`src/rtl/acc_cpu_param.sv`:
```
// Parametrised accumulator CPU core: loadable IMEM, register-file DMEM, start/busy/done
// handshake, HLT opcode and cycle-limit watchdog. Optional ACC_CPU_SINGLE_STEP_EN adds `step`.
module acc_cpu_param #(
  parameter int DATA_W     = 8,
  parameter int ARG_W      = 4,
  parameter int MAX_CYCLES = 255
) (
  input  logic              clk,
  input  logic              rst_n,
  input  logic              prog_we,
  input  logic [ARG_W-1:0]  prog_addr,
  input  logic [ARG_W+3:0]  prog_wdata,
  input  logic              start,
`ifdef ACC_CPU_SINGLE_STEP_EN
  input  logic              step,
`endif
  output logic              busy,
  output logic              done,
  output logic              timeout,
  input  logic [ARG_W-1:0]  dbg_addr,
  output logic [DATA_W-1:0] dbg_data,
  output logic [ARG_W-1:0]  pc_out,
  output logic [DATA_W-1:0] acc_out
);

  localparam int DEPTH  = 1 << ARG_W;
  localparam int INST_W = 4 + ARG_W;
  localparam int CNT_W  = 16;

  typedef enum logic [1:0] {
    S_IDLE,
    S_RUN,
    S_HALT
  } state_t;

  typedef enum logic [3:0] {
    OP_LD   = 4'h0,
    OP_ADD  = 4'h1,
    OP_SUB  = 4'h2,
    OP_AND  = 4'h3,
    OP_OR   = 4'h4,
    OP_XOR  = 4'h5,
    OP_SHL  = 4'h6,
    OP_ST   = 4'h7,
    OP_LDI  = 4'h8,
    OP_ADDI = 4'h9,
    OP_SHR  = 4'hA,
    OP_HLT  = 4'hE,
    OP_BNEZ = 4'hF
  } op_t;

  state_t             state;
  logic [INST_W-1:0]  imem [DEPTH];
  logic [DATA_W-1:0]  dmem [DEPTH];
  logic [ARG_W-1:0]   pc;
  logic [DATA_W-1:0]  acc;
  logic [CNT_W-1:0]   cnt;
  logic               busy_q, done_q, timeout_q;

  logic [INST_W-1:0]  inst;
  op_t                op;
  logic [ARG_W-1:0]   arg;
  logic [DATA_W-1:0]  operand;
  logic [DATA_W-1:0]  sext;
  logic [DATA_W-1:0]  acc_nxt;
  logic [ARG_W-1:0]   pc_nxt;
  logic               st_en;
  logic               hlt_op;
  logic               br_taken;
  logic               wd_hit;
  logic               halt;
  logic               exec;

  assign inst    = imem[pc];
  assign op      = op_t'(inst[3:0]);
  assign arg     = inst[4 +: ARG_W];
  assign operand = dmem[arg];
  assign sext    = {{(DATA_W-ARG_W){arg[ARG_W-1]}}, arg};

`ifdef ACC_CPU_SINGLE_STEP_EN
  assign exec = (state == S_RUN) && step;
`else
  assign exec = (state == S_RUN);
`endif

  always_comb begin
    acc_nxt  = acc;
    pc_nxt   = pc + 1'b1;
    st_en    = 1'b0;
    hlt_op   = 1'b0;
    br_taken = 1'b0;
    case (op)
      OP_LD:   acc_nxt = operand;
      OP_ADD:  acc_nxt = acc + operand;
      OP_SUB:  acc_nxt = acc - operand;
      OP_AND:  acc_nxt = acc & operand;
      OP_OR:   acc_nxt = acc | operand;
      OP_XOR:  acc_nxt = acc ^ operand;
      OP_SHL:  acc_nxt = acc << 1;
      OP_ST:   st_en   = 1'b1;
      OP_LDI:  acc_nxt = sext;
      OP_ADDI: acc_nxt = acc + sext;
      OP_SHR:  acc_nxt = acc >> 1;
      OP_HLT:  hlt_op  = 1'b1;
      OP_BNEZ: begin
        if (acc != '0) begin
          pc_nxt   = arg;
          br_taken = 1'b1;
        end
      end
      default: ;
    endcase
  end

  // Falling off the last IMEM slot halts unless a taken branch leaves it.
  assign wd_hit = (cnt == CNT_W'(MAX_CYCLES - 1));
  assign halt   = hlt_op || ((pc == '1) && !br_taken) || wd_hit;

  // IMEM is deliberately not reset; writes are blocked only while a run is in flight.
  always_ff @(posedge clk) begin
    if (prog_we && !busy_q)
      imem[prog_addr] <= prog_wdata;
  end

  always_ff @(posedge clk or negedge rst_n) begin
    if (!rst_n) begin
      state     <= S_IDLE;
      pc        <= '0;
      acc       <= '0;
      cnt       <= '0;
      busy_q    <= 1'b0;
      done_q    <= 1'b0;
      timeout_q <= 1'b0;
      for (int unsigned i = 0; i < DEPTH; i++)
        dmem[i] <= '0;
    end else begin
      case (state)
        S_IDLE, S_HALT: begin
          if (start) begin
            state     <= S_RUN;
            pc        <= '0;
            acc       <= '0;
            cnt       <= '0;
            busy_q    <= 1'b1;
            done_q    <= 1'b0;
            timeout_q <= 1'b0;
          end
        end
        S_RUN: begin
          if (exec) begin
            acc <= acc_nxt;
            if (st_en)
              dmem[arg] <= acc;
            if (cnt != '1)
              cnt <= cnt + 1'b1;
            if (halt) begin
              state     <= S_HALT;
              busy_q    <= 1'b0;
              done_q    <= 1'b1;
              timeout_q <= wd_hit;
            end else begin
              pc <= pc_nxt;
            end
          end
        end
        default: state <= S_IDLE;
      endcase
    end
  end

  assign busy     = busy_q;
  assign done     = done_q;
  assign timeout  = timeout_q;
  assign dbg_data = dmem[dbg_addr];
  assign pc_out   = pc;
  assign acc_out  = acc;

endmodule

```
`config.mk`:
```
export PLATFORM = sky130hd
export DESIGN_NAME = acc_cpu_param
export DESIGN_NICKNAME = d
export VERILOG_FILES = /design/src/rtl/acc_cpu_param.sv
export SDC_FILE = /design/constraint.sdc
export NUM_CORES = 1
export LEC_CHECK = 0
export ABC_AREA = 1
export BUFFER_PORTS_ARGS = -buffer_cell sky130_fd_sc_hd__buf_2
export CAP_MARGIN = 20
export CORE_ASPECT_RATIO = 1.2
export CORE_MARGIN = 3
export CORE_UTILIZATION = 49
export DETAILED_ROUTE_END_ITERATION = 16
export PLACE_DENSITY = 0.79
export SKIP_LAST_GASP = 1
export SLEW_MARGIN = 20
export SYNTH_ARGS = -nofsm -noshare
export SYNTH_HDL_FRONTEND = slang
export SYNTH_SLANG_ARGS = --single-unit
```
`constraint.sdc`:
```
create_clock -name clk -period 3.8 [get_ports clk]
set_clock_uncertainty 0.05 [all_clocks]
set_input_delay 0.57 -clock clk [delete_from_list [all_inputs] [get_ports clk]]
set_output_delay 0.57 -clock clk [all_outputs]
set_load 0.01 [all_outputs]
```
# Word-level counts from Yosys, hierarchy flattened
# Memory sizes are Yosys's and may differ from the RTL's.
# Cells that the tools add are included.
# totals
regBits,161
ram_bits,128
input_bits,20
word_cells,114
out_inout_bits,23
n_memories,1
# op_classes
n_lt_le_gt_ge,3
muxes,37
bitwise,5
n_addsub,5
eq_ne,22
n_reduce_logical,18
# memory_table
memory,words,width,read_ports,rd_clocked_by_memory_dff,wr,line,source
imem,16,8,1,0,1,53,logic [INST_W-1:0] imem [DEPTH];
# ops
cell,count
bitwise mux 128 bit,1
case mux 8 bit (10 select lines),1
binary-select mux 8 bit (select 4 bit),2
2-to-1 mux 8 bit,6
demux 8 bit (select 4 bit),1
2-to-1 mux 16 bit,2
case mux 16 bit (2 select lines),1
equality test 4 bit (second input constant),6
adder 16 x 1 -> 16 bit (second input constant),1
adder 8 bit,2
equality test 16 x 8 -> 1 bit (second input constant),1
equality test 4 x 3 -> 1 bit (second input constant),4
2-to-1 mux 4 bit,4
inequality test 16 bit (second input constant),1
case mux 8 bit (2 select lines),1
AND reduction 3 bit,4
2-to-1 mux 1 bit,11
inequality test 11 x 1 -> 1 bit (second input constant),1
greater-or-equal comparator 5 bit (second input constant),2
NOT 4 -> 5 bit,2
AND 8 bit,1
equality test 4 x 2 -> 1 bit (second input constant),2
bitwise OR 8 bit,1
case mux 4 bit (2 select lines),1
21 further kinds,31

# Depth between registers and ports, before layout
# Gate-level depths: netlist (run 1).
# depth
depth_word,9
mapped_depth,45

# Worst setup path before layout (run 1)
# OpenSTA, ideal clock, no wires.
# synth_timing
kind,register -> register
start,"reg pc[0], in the netlist pc_out[0]"
end,"reg acc[7], in the netlist acc_out[7]"
t_arrival_ps,4077
setup_slack_ps,-444
path_stages_with_launch,37
cell_sequence,dfrtp_1 > buf_6 > buf_6 > buf_6 > o211ai_1 > nand3_1 > o22ai_2 > inv_1 > nor2_1 > buf_2 > nand2_1 > nand2_1 > inv_1 > nand2_2 > inv_1 > ha_1 > nand2_1 > o221ai_1 > ha_1 > a21oi_1 > nor2_1 > nor2_1 > nor2_1 > nor2_1 > nor2_1 > nor2_1 > nor2_1 > o21ai_0 > nand2_1 > xor2_1 > inv_1 > nand2_1 > nand2_1 > nand2_1 > nand2_1 > nand2_1 > nand2_1
# synth_via
elab_chain_cells,8
# synth_lines
item,line,source
start: declaration,55,logic [ARG_W-1:0] pc;
start signal: assignment,162,pc <= pc_nxt;
memory read (16 x 8 bit) (*),--,
NOT 4 -> 5 bit (implied by the code),77,assign operand = dmem[arg];
binary-select mux 8 bit (select 4 bit),77,
2-to-1 mux 8 bit (implied by the code) (2 in a row),77,
subtractor 8 bit (tied with other cells),95,OP_SUB: acc_nxt = acc - operand;
case mux 8 bit (10 select lines),92,case (op)
case mux 8 bit (2 select lines),137,case (state)
end signal: assignment,151,acc <= acc_nxt;
end: declaration,56,logic [DATA_W-1:0] acc;
# Mark *: on every way between the ends. The rest lies on a longest branch, timed or not. The select of a mux whose other input is x is not followed.
# A chain may end at the register's enable or synchronous reset.

# Worst setup path in the final report (run 1)
# layout_timing
start,"reg pc[0], in the netlist pc_out[0]"
end,"reg acc[6], in the netlist acc_out[6]"
# The elaborated chain is that of the path after synthesis.

==> key figures, run 1 <==
Logic synthesis
  • Syn Std Cell Area: 15370 um^2
  • Share of flip-flops with an asynchronous set or reset: between 50% and 60%
  • Syn Nets: around 1900
  • YS warnings: 0
  • Register area share after synthesis: 51.22%
  • Post-synth EDFFs: 128
  • Synth top area share: between 20% and 30%
  • Seq cells post-synth: between 200 and 300
  • Dominant synthesized flop cell: dfrtp_1
  • Distinct cell type count after synthesis: 49
  • Mapped Cells: 1828
  • Leading area contributor after synthesis: dfrtp_1
  • Syn_area_per_cell: 8.408 um^2
  • Synth area leaders: dfrtp_1, edfxtp_1, nand2_1

STA
  • Final WS setup: -0.7158 ns
  • Worst-Margin Slew: just under 1 ns
  • Slew HR: 34.65%
  • Max frequency: approximately 220 MHz
  • Unrepaired setup endpoints after global routing: yes
  • Final setup viols: 7
  • Final Hold Vio Count: 8
  • Fin. max-slew vios: 0
  • Final Cycle Share: 118.8%
  • Crit path time final: 4.516 ns
  • Hold slack: -0.03753 ns
  • TNS Setup: -2.466 ns

Route
  • Initial DRC count: 1518
  • Per-cell routed wire length: 19.20 um
  • Total length of routed wires: 46.05 mm
  • Drt drc: 0
  • Vias/cell: 5.879
  • Drt first pass iters: 7
  • Vias: 14103
  • Antenna-violating nets left: 0

Clock tree
  • CTS tree: done
  • CTS Buf Count: 30
  • Root Buffer: clkbuf_16
  • Maximum clock insertion buffer count: 3
  • Clock Pin Slew Worst Setup and Hold Paths: 0.07 ns
  • H-tree lvl count: 1
  • # hold bufs at CTS: 0
  • Clock Sinks: 289
  • Clk Latency, worst-skew pair: between 0.5 and 0.6 ns

Worst hold path
  • Worst hold-check path type: primary input to async pin

Power
  • Maximum VDD drop: ~0.5 mV
  • PD cells: 824.9 nW/um^2
  • Leakage power: 8.238 nW

Global routing
  • First-pass GRT wire length: 70.84 mm
  • Total track usage: 26.02%
  • Largest net degree at the start of global routing: 84
  • Initial antenna violation count: 0
  • GRT Residual Overflow: 0
  • Vias in the first global route: ~14000

Worst setup path
  • Crit end category: flop
  • Worst reg2reg path depth: 36
  • Critical path launch point type: flop
  • Worst path arrival time: around 4.9 ns
  • Crit Path Class: flop to flop
  • Crit path max-delay cell type: dfrtp_2
  • Most common cell on crit path: nor2_1
  • Crit path launch: pc_out[0]$_DFFE_PN0P_
  • CP Data Required Time: 4.17 ns
  • Flop2flop setup slack: -0.72 ns
  • Crit-path max cell delay: 0.50 ns
  • RR Startpoint: pc_out[0]$_DFFE_PN0P_
  • CP endpoint: acc_out[6]$_DFFE_PN0P_
  • Worst Path Max Fanout: 6
  • Worst r2r dst: acc_out[6]$_DFFE_PN0P_

Outcome
  • Outcome: finished with violations
  • Failing checks: hold timing, setup timing

Final layout
  • Commonest non-fill, non-tap cell in the layout: nand2_1
  • Layout Nets: 2027
  • Cell area after layout: approximately 19000 um^2
  • Layout area overhead: 20.39%
  • Most frequent cells in the layout: nand2_1, o21ai_0, dfrtp_1
  • Final std cells w/o fill: 2399
  • Layout cells sized above 1: between 10% and 20%
  • Antenna cell count: 0

Placed design
  • I/O Buffers: between 40 and 50
  • Inst Count DP: ~2300
  • DPL Wire Length: 30.35 mm
  • Post-DP Area: 16800 um^2
  • GPL Wtd Cong: 0.9544
  • Place WS: -0.5702 ns

Die
  • # rows: 70
  • Die W: 167.7 um
  • # IOs: between 40 and 50
  • DIE HEIGHT: 200.0 um
  • Starting density of the core: 50.14%
  • Die area: 33540 um^2
  • Core area: 30650 um^2

Job
  • Max-cap check violation count: 0
==> registers in the layout (all words and copies together) (netlist names) <==
name     cells
imem       128
cnt         16
acc_out      8
pc_out       4
dmem       128
busy         1
timeout      1
done         1
state        2
==> cell type report <==
class,instances,area (um^2)
fill,2554,12150
sequential,289,7874
timing repair buffer,219,1800
clock inverter,14,181.4
multi-input combinational,1315,6824
tap,396,495.5
clock buffer,42,845.8
timing repair inverter,1,6.256
inverter,123,476.7
==> cell families (layout without fill, tap and decap cells) <==
group	Yosys count	in the layout	synth area share, %
fa+ha+maj	28	28	2.328
flops	289	289	51.22
buf+inv	224	399	6.529
xor+xnor	4	4	0.2279
mux	32	32	2.084
compound gates	386	386	14.12
simple gates	865	865	23.49
==> synth_stat cells (5+ instances only) <==
master    number
mux2i_1       32
buf_4          6
nand2_2        5
buf_6         13
nor2_1       110
dfrtp_1      161
o21ai_0      218
inv_1        109
o221ai_1       9
nand2_1      582
nor2_2        11
nand3_1      107
inv_2         10
nor3_1        13
a21oi_1       71
edfxtp_1     128
buf_2         32
o211ai_1      40
nand4_1       11
clkbuf_1      46
ha_1          27
o21ai_1       12
nor4_1         6
o22ai_1       11
a221oi_1       9
==> worst min path at each step <==
stage                               startpoint                     end  slack (ns)  cells past startpoint
after floorplan                          rst_n  acc_out[0]$_DFFE_PN0P_        0.22                      0
after CTS                                rst_n    dmem[18]$_DFFE_PN0P_        0.02                      1
final                                    rst_n    dmem[18]$_DFFE_PN0P_       -0.04                      1
after global placement        done$_DFFE_PN0P_        done$_DFFE_PN0P_        0.42                      2
after detailed placement  dmem[24]$_DFFE_PN0P_    dmem[24]$_DFFE_PN0P_        0.44                      2
after global routing                     rst_n    dmem[18]$_DFFE_PN0P_        0.04                      1
==> layer usage <==
metal	vias to the layer above	GRT usage [%]	routed length [um]
met1	6778	32.02	17360
met5	-	0	0
li1	6474	-	-
met3	160	3.526	3546
met4	0	10.76	2096
met2	691	46.53	23050
==> power breakdown <==
part	switching [mW]	internal [mW]	leakage, nW
Combinational	4.65	3.27	4.38
Clock	1.27	1.76	0.485
Sequential	0.499	3.81	3.37
==> worst max-delay path: cells and delay by family, from the launching register on <==
family | cells | cell delay [ns]
and+or+nand+nor | 18 | 1.63
buffers and inverters | 10 | 1.00
AOI/OAI and AO/OA | 5 | 0.56
DFF | 1 | 0.50
adders and majority gates | 2 | 0.46
xor gates and xnor gates | 1 | 0.15
==> timing repair <==
item,CTS,global route
pin swaps,1,40
setup endpoints to repair,6,39
gates cloned,0,7
buffers inserted,3,18
resized for setup,12,101
==> stage by stage <==
stage	utilization (%)	power [mW]	hold slack, ns
after floorplan	-	8.379	0.2244
after global placement	54.79	10.98	0.4153
after detailed placement	54.79	11.11	0.4441
after CTS	58.35	14.25	0.02308
after global routing	60.36	16.12	0.04277
final	60.36	15.26	-0.03753
No activity file was read; power rests on OpenSTA's default activity.
==> run 2, diff against run 1 <==
--- a/config.mk
+++ b/config.mk
@@ -10,9 +10,9 @@
 export CAP_MARGIN = 20
 export CORE_ASPECT_RATIO = 1.2
 export CORE_MARGIN = 3
-export CORE_UTILIZATION = 49
+export CORE_UTILIZATION = 57
 export DETAILED_ROUTE_END_ITERATION = 16
-export PLACE_DENSITY = 0.79
+export PLACE_DENSITY = 0.88
 export SKIP_LAST_GASP = 1
 export SLEW_MARGIN = 20
 export SYNTH_ARGS = -nofsm -noshare
==> run 2 against run 1 <==
- power shrank 0.27%
- non-clock buffer count shrank 17
- hold slack gained 0.32 ns
- sequential share of layout area grew 0.27 points
- cell area shrank 0.63%
- utilization grew 9.2 points
- combinational power grew 2.5%
- final cell count shrank 3.2%
- the flow finishes with violations (setup timing)
- count of clock-buffer cells in the layout shrank 10
- via count grew 1.5%
- worst setup slack lost 0.083 ns
- largest power group unchanged
==> key figures, run 2 (same netlist as run 1, synthesis figures left out) <==
Worst setup path
  • Worst path arrival time: 4.96 ns (+0.08 ns)
  • Crit Path Class: flop to flop
  • CP endpoint: acc_out[6]$_DFFE_PN0P_
  • Worst reg2reg path depth: 39 (+8.3%)
  • CP Data Required Time: 4.16 ns (about the same)
  • Crit path max-delay cell type: dfrtp_2
  • Crit end category: flop
  • Flop2flop setup slack: -0.80 ns (-0.08 ns)
  • Crit-path max cell delay: 0.47 ns (-0.03 ns)
  • Most common cell on crit path: nand2_1
  • Worst Path Max Fanout: 11 (+5)
  • Crit path launch: pc_out[0]$_DFFE_PN0P_
  • RR Startpoint: pc_out[0]$_DFFE_PN0P_
  • Worst r2r dst: acc_out[6]$_DFFE_PN0P_
  • Critical path launch point type: flop

Placed design
  • I/O Buffers: 42 (unchanged)
  • Inst Count DP: 2225 (-3.9%)
  • Post-DP Area: 16550 um^2 (-1.5%)
  • GPL Wtd Cong: 0.9342 (-2.1%)
  • DPL Wire Length: 29.30 mm (-3.4%)

Route
  • Initial DRC count: 1845 (+22%)
  • Per-cell routed wire length: 20.28 um (+5.7%)
  • Vias: 14311 (+1.5%)
  • Antenna-violating nets left: 0 (unchanged)
  • Drt first pass iters: 7 (unchanged)
  • Total length of routed wires: 47.10 mm (+2.3%)
  • Drt drc: 0 (unchanged)
  • Vias/cell: 6.163 (+4.8%)

Die
  • Core area: 26430 um^2 (-14%)
  • # rows: 65 (-7.1%)
  • Die W: 155.9 um (-7.0%)
  • DIE HEIGHT: 185.9 um (-7.1%)
  • Die area: 28980 um^2 (-14%)
  • Starting density of the core: 58.15% (+8.0 points)
  • # IOs: 43 (unchanged)

Outcome
  • Failing checks: setup timing
  • Outcome: finished with violations

STA
  • Final setup viols: 6 (-1)
  • Final Hold Vio Count: 0 (-8)
  • Final Cycle Share: 121.0% (+2.2 points)
  • Max frequency: 217.5 MHz (-1.8%)
  • Fin. max-slew vios: 0 (unchanged)
  • Crit path time final: 4.599 ns (+0.08292 ns)
  • Unrepaired setup endpoints after global routing: yes
  • Slew HR: 38.64% (+4.0 points)
  • Final WS setup: -0.7987 ns (-0.08292 ns)
  • Worst-Margin Slew: 0.9170 ns (-0.05965 ns)

Final layout
  • Layout cells sized above 1: 19.22% (-0.45 points)
  • Antenna cell count: 0 (unchanged)
  • Fillers: 1866 (-27%)
  • Layout Nets: 2011 (-0.79%)
  • Commonest non-fill, non-tap cell in the layout: nand2_1
  • Top Registers: dmem x128, imem x128, cnt x16
  • Multi-input gate area: 6877 um^2 (+0.77%)
  • Register area: 7874 um^2 (unchanged)
  • Layout area overhead: 19.64%
  • Final std cells w/o fill: 2322 (-3.2%)
  • Cell area after layout: 18390 um^2 (-0.63%)
  • Most frequent cells in the layout: nand2_1, o21ai_0, dfrtp_1

Power
  • Pwr Total: 15.22 mW (-0.27%)
  • Share of total power in combinational logic: 53.4% (+1.5 points)
  • Sequential power share: 28.3% (about the same)
  • Sw frac: 43.55% (+1.5 points)
  • Psw: 6.630 mW (+3.3%)
  • Internal power: 8.593 mW (-2.9%)
  • PD cells: 827.9 nW/um^2 (+0.36%)
  • Clock Power Share: 18.3% (-1.6 points)
  • Leakage power: 8.160 nW (-0.95%)
  • Maximum VDD drop: 0.5474 mV (+12%)

Job
  • Max-cap check violation count: 0 (unchanged)

Clock tree
  • Clk Latency, worst-skew pair: 0.56 ns (-0.03 ns)
  • Clock Pin Slew Worst Setup and Hold Paths: 0.07 ns (about the same)
  • Root Buffer: clkbuf_16
  • CTS tree: done
  • CTS Buf Count: 30 (unchanged)
  • Clock Sinks: 289 (unchanged)
  • H-tree lvl count: 1 (unchanged)
  • Maximum clock insertion buffer count: 3 (unchanged)

Worst hold path
  • Worst hold-check path type: primary input to flop
  • Cell count of the worst hold path: 4

Global routing
  • Total track usage: 29.86% (+3.8 points)
  • Largest net degree at the start of global routing: 78 (-7.1%)
  • Vias in the first global route: 13265 (-2.0%)
  • GRT Residual Overflow: 0 (unchanged)
  • Initial antenna violation count: 0 (unchanged)
  • First-pass GRT wire length: 69.56 mm (-1.8%)
run 2: cell types whose count changed in the layout (fill, tap and decap cells not counted), sizes merged:
cell,delta
dlygate4sd3,+1
bufinv,-3
clkbuf,-10
clkinv,+3
nand2,+1
inv,+1
clkinvlp,+9
buf,-18
run 2: repair_timing:
item                                    in CTS  in global routing
hold endpoints to repair                    53                  0
setup buffers                                3                 29
endpoints found under the setup margin       6                  9
hold buffers                                 1                  0
resized for setup                           10                126
gates cloned                                 0                  8
pin swaps                                    6                 55
run 2: how the worst min path moves through the flow:
stage / from / end
after floorplan: rst_n / acc_out[0]$_DFFE_PN0P_
after global placement: cnt[3]$_DFFE_PN0P_ / cnt[3]$_DFFE_PN0P_
after detailed placement: cnt[3]$_DFFE_PN0P_ / cnt[3]$_DFFE_PN0P_
after CTS: start / state[1]$_DFFE_PN0P_
after global routing: start / state[1]$_DFFE_PN0P_
final: start / state[1]$_DFFE_PN0P_
run 2: power by group through the flow:
stage	Combinational (mW)	Sequential (mW)	Clock [mW]
after floorplan	4.17	4.21	0
after global placement	6.37	4.29	0
after detailed placement	6.55	4.32	0
after CTS	6.68	4.28	2.79
after global routing	8.71	4.37	2.92
final	8.12	4.31	2.79
run 2: cell type report:
class                   count  area share, %
flip-flops and latches    289          42.82
multi-input cells        1316          37.40
repair buffers            202          9.724
clock buffers              32          4.239
inverters                 123          2.661
well taps                 335          2.280
clock inverters            24         0.8302
repair inverters            1        0.04763
run 2: per-layer routing:
layer,up-vias,track usage (%),wire (um)
li1,6438,-,-
met1,6714,37.11,16560
met2,927,51.53,23370
met3,232,4.186,4389
met4,0,14.28,2779
met5,-,0,0
run 2: metrics by stage:
stage / hold slack (ns) / setup slack [ns] / utilization (%) / setup TNS, ns
floorplan: 0.2244 / -0.2933 / - / -0.5427
global placement: 0.4247 / -0.5391 / 62.62 / -1.623
detailed placement: 0.4358 / -0.6920 / 62.62 / -2.169
CTS: 0.2811 / -0.6714 / 66.41 / -2.268
global route: 0.2993 / -1.145 / 69.57 / -6.262
finish: 0.2775 / -0.7987 / 69.57 / -2.881
run 2: worst max-delay path: cells and delay by family, from the launching register on:
family | cells | cell delay, ns
simple gates | 21 | 1.89
buf+inv | 10 | 0.86
compound gates | 5 | 0.56
flops | 1 | 0.47
fa+ha+maj | 2 | 0.45
xor+xnor | 1 | 0.15
==> run 3, diff against run 2 <==
--- a/config.mk
+++ b/config.mk
@@ -10,9 +10,9 @@
 export CAP_MARGIN = 20
 export CORE_ASPECT_RATIO = 1.2
 export CORE_MARGIN = 3
-export CORE_UTILIZATION = 57
+export CORE_UTILIZATION = 63
 export DETAILED_ROUTE_END_ITERATION = 16
-export PLACE_DENSITY = 0.88
+export PLACE_DENSITY = 0.91
 export SKIP_LAST_GASP = 1
 export SLEW_MARGIN = 20
 export SYNTH_ARGS = -nofsm -noshare
==> constraint.sdc (replaced) <==
create_clock -name clk -period 4.6 [get_ports clk]
set_clock_uncertainty 0.05 [all_clocks]
set_input_delay 0.69 -clock clk [delete_from_list [all_inputs] [get_ports clk]]
set_output_delay 0.69 -clock clk [all_outputs]
set_load 0.01 [all_outputs]
==> run 3 against run 2 <==
- the run still ends with setup timing left
- clock power fell by 15%
- sequential cell count is the same
- count of clock-buffer cells in the layout is 5 higher
- worst setup slack improved by 0.65 ns
- fmax fell by 3.1%
- hold slack worse by 0.16 ns
- power shrank 20%
==> key figures, run 3 (same netlist as run 1, synthesis figures left out) <==
Clock tree
  • Root Buffer: clkbuf_16
  • Clock Sinks: 289 (unchanged)
  • CTS tree: done
  • # hold bufs at CTS: 0 (-1)
  • CTS Buf Count: 29 (-3.3%)
  • Clk Latency, worst-skew pair: 0.57 ns (about the same)
  • H-tree lvl count: 1 (unchanged)
  • Clock Pin Slew Worst Setup and Hold Paths: 0.07 ns (about the same)
  • Maximum clock insertion buffer count: 3 (unchanged)

Worst setup path
  • Critical path launch point type: flop
  • CP endpoint: acc_out[7]$_DFFE_PN0P_
  • Flop2flop setup slack: -0.15 ns (+0.65 ns)
  • Crit path launch: pc_out[0]$_DFFE_PN0P_
  • Crit Path Class: flop to flop
  • Worst path arrival time: 5.16 ns (+0.20 ns)
  • Crit-path max cell delay: 0.49 ns (+0.02 ns)
  • WP buf/inv: 9 (-1)
  • CP Data Required Time: 5.01 ns (+0.85 ns)
  • Worst r2r dst: acc_out[7]$_DFFE_PN0P_
  • Crit end category: flop
  • Crit path max-delay cell type: dfrtp_4
  • RR Startpoint: pc_out[0]$_DFFE_PN0P_
  • Family with the most delay on the worst path: simple AND/OR/NAND/NOR gates
  • Most common cell on crit path: nand2_1
  • Worst Path Max Fanout: 7 (-4)
  • Critical path depth in cells: 38 (-2.6%)
  • Worst reg2reg path depth: 38 (-2.6%)

Power
  • Leakage power: 7.823 nW (-4.1%)
  • PD cells: 687.1 nW/um^2 (-17%)
  • Maximum VDD drop: 0.6064 mV (+11%)

Final layout
  • Multi-input gate area: 6730 um^2 (-2.1%)
  • Fillers: 1543 (-17%)
  • Layout Nets: 1939 (-3.6%)
  • Final Util: 73.74% (+4.2 points)
  • Final std cells w/o fill: 2234 (-3.8%)
  • Commonest non-fill, non-tap cell in the layout: nand2_1
  • Most frequent cells in the layout: nand2_1, o21ai_0, dfrtp_1
  • Cell area after layout: 17680 um^2 (-3.9%)
  • Top Registers: dmem x128, imem x128, cnt x16
  • Register area: 7879 um^2 (about the same)
  • Layout area overhead: 15.01%
  • Antenna cell count: 0 (unchanged)
  • Layout cells sized above 1: 14.73% (-4.5 points)

Job
  • Max-cap check violation count: 0 (unchanged)

Die
  • DIE HEIGHT: 177.1 um (-4.7%)
  • Core area: 23970 um^2 (-9.3%)
  • Die area: 26310 um^2 (-9.2%)
  • # rows: 62 (-4.6%)
  • Die W: 148.6 um (-4.7%)
  • Starting density of the core: 64.12% (+6.0 points)
  • # IOs: 43 (unchanged)

STA
  • Fin. max-slew vios: 0 (unchanged)
  • Final Hold Vio Count: 0 (unchanged)
  • Final WS setup: -0.1451 ns (+0.6536 ns)
  • Final Cycle Share: 103.2% (-18 points)
  • Final setup viols: 2 (-4)
  • Slew HR: 28.99% (-9.7 points)
  • Max frequency: 210.7 MHz (-3.1%)
  • Unrepaired setup endpoints after global routing: yes
  • Worst-Margin Slew: 1.061 ns (+0.1443 ns)
  • Crit path time final: 4.745 ns (+0.1464 ns)

Placed design
  • Inst Count DP: 2142 (-3.7%)
  • I/O Buffers: 42 (unchanged)
  • Post-DP Area: 15920 um^2 (-3.8%)
  • GPL Wtd Cong: 0.9738 (+4.2%)
  • DPL Wire Length: 28.48 mm (-2.8%)

Global routing
  • Initial antenna violation count: 0 (unchanged)
  • Vias in the first global route: 13389 (+0.93%)
  • Largest net degree at the start of global routing: 84 (+7.7%)
  • Total track usage: 33.01% (+3.2 points)
  • First-pass GRT wire length: 69.30 mm (-0.37%)
  • GRT Residual Overflow: 0 (unchanged)

Route
  • Drt first pass iters: 6 (-1)
  • Total length of routed wires: 48.10 mm (+2.1%)
  • Initial DRC count: 2402 (+30%)
  • Antenna-violating nets left: 0 (unchanged)
  • Vias: 14589 (+1.9%)
  • Drt drc: 0 (unchanged)
  • Vias/cell: 6.530 (+6.0%)
  • Per-cell routed wire length: 21.53 um (+6.2%)

Outcome
  • Failing checks: setup timing
  • Outcome: finished with violations

Worst hold path
  • Worst hold-check path type: primary input to async pin
run 3: cell types whose count changed in the layout (fill, tap and decap cells not counted), sizes merged:
cell and change:
clkbuf +8, clkinv +1, dlygate4sd3 -1, nand2 -1
bufinv +1, clkinvlp -9, buf -72
run 3: through the flow:
stage               setup TNS (ns)  power, mW  hold slack, ns  worst slack, ns
floorplan                        0      6.850          0.3444           0.3563
global placement                 0      8.183          0.4141          0.08629
detailed placement        -0.05880      8.365          0.4337         -0.05777
CTS                     -0.0002198      10.77          0.1630       -0.0002198
global route               -0.9393      12.64          0.1800          -0.4391
finish                     -0.1731      12.15          0.1220          -0.1451
run 3: per-layer routing:
layer	track usage, %	vias up	share of wire, %
met3	5.635	365	12
met2	55.37	1229	47
met4	19.25	0	8.1
met5	0	-	0
met1	40.23	6713	33
li1	-	6282	-
run 3: layout make-up:
type | instances | share of cell area (%)
clock buffers | 37 | 4.551
clock inverters | 17 | 0.8211
inverters | 123 | 2.739
multi-input cells | 1315 | 38.07
flip-flops and latches | 289 | 44.57
well taps | 320 | 2.265
repair buffers | 132 | 6.915
repair inverters | 1 | 0.06370
run 3: worst min-delay path by stage:
stage	to	slack (ns)	cells past startpoint
floorplan	acc_out[0]$_DFFE_PN0P_	0.34	0
global placement	done$_DFFE_PN0P_	0.41	2
detailed placement	cnt[3]$_DFFE_PN0P_	0.43	1
CTS	dmem[26]$_DFFE_PN0P_	0.16	1
global route	dmem[19]$_DFFE_PN0P_	0.18	1
finish	dmem[82]$_DFFE_PN0P_	0.12	1
run 3: power breakdown:
group	switching (mW)	leakage (nW)	internal, mW	total, mW
clock	1.06	0.461	1.31	2.37
sequential	0.413	3.37	3.15	3.56
combinational	3.94	3.99	2.27	6.21
run 3: what timing repair did:
item / in CTS / in global routing
setup endpoints to repair: 2 / 4
pin swaps: 0 / 36
cloned: 0 / 10
hold endpoints to repair: 0 / 0
resized for setup: 8 / 98
buffers inserted: 1 / 27
run 3: worst reg2reg max path, delay by kind of cell, from the launching register on:
kind | cells | cell delay, ns
AND/OR/NAND/NOR | 23 | 2.04
buffers and inverters | 9 | 0.90
AO/OA/AOI/OAI | 4 | 0.63
flip-flops | 1 | 0.49
adder cells (fa/ha/maj) | 1 | 0.34
XOR/XNOR | 1 | 0.18
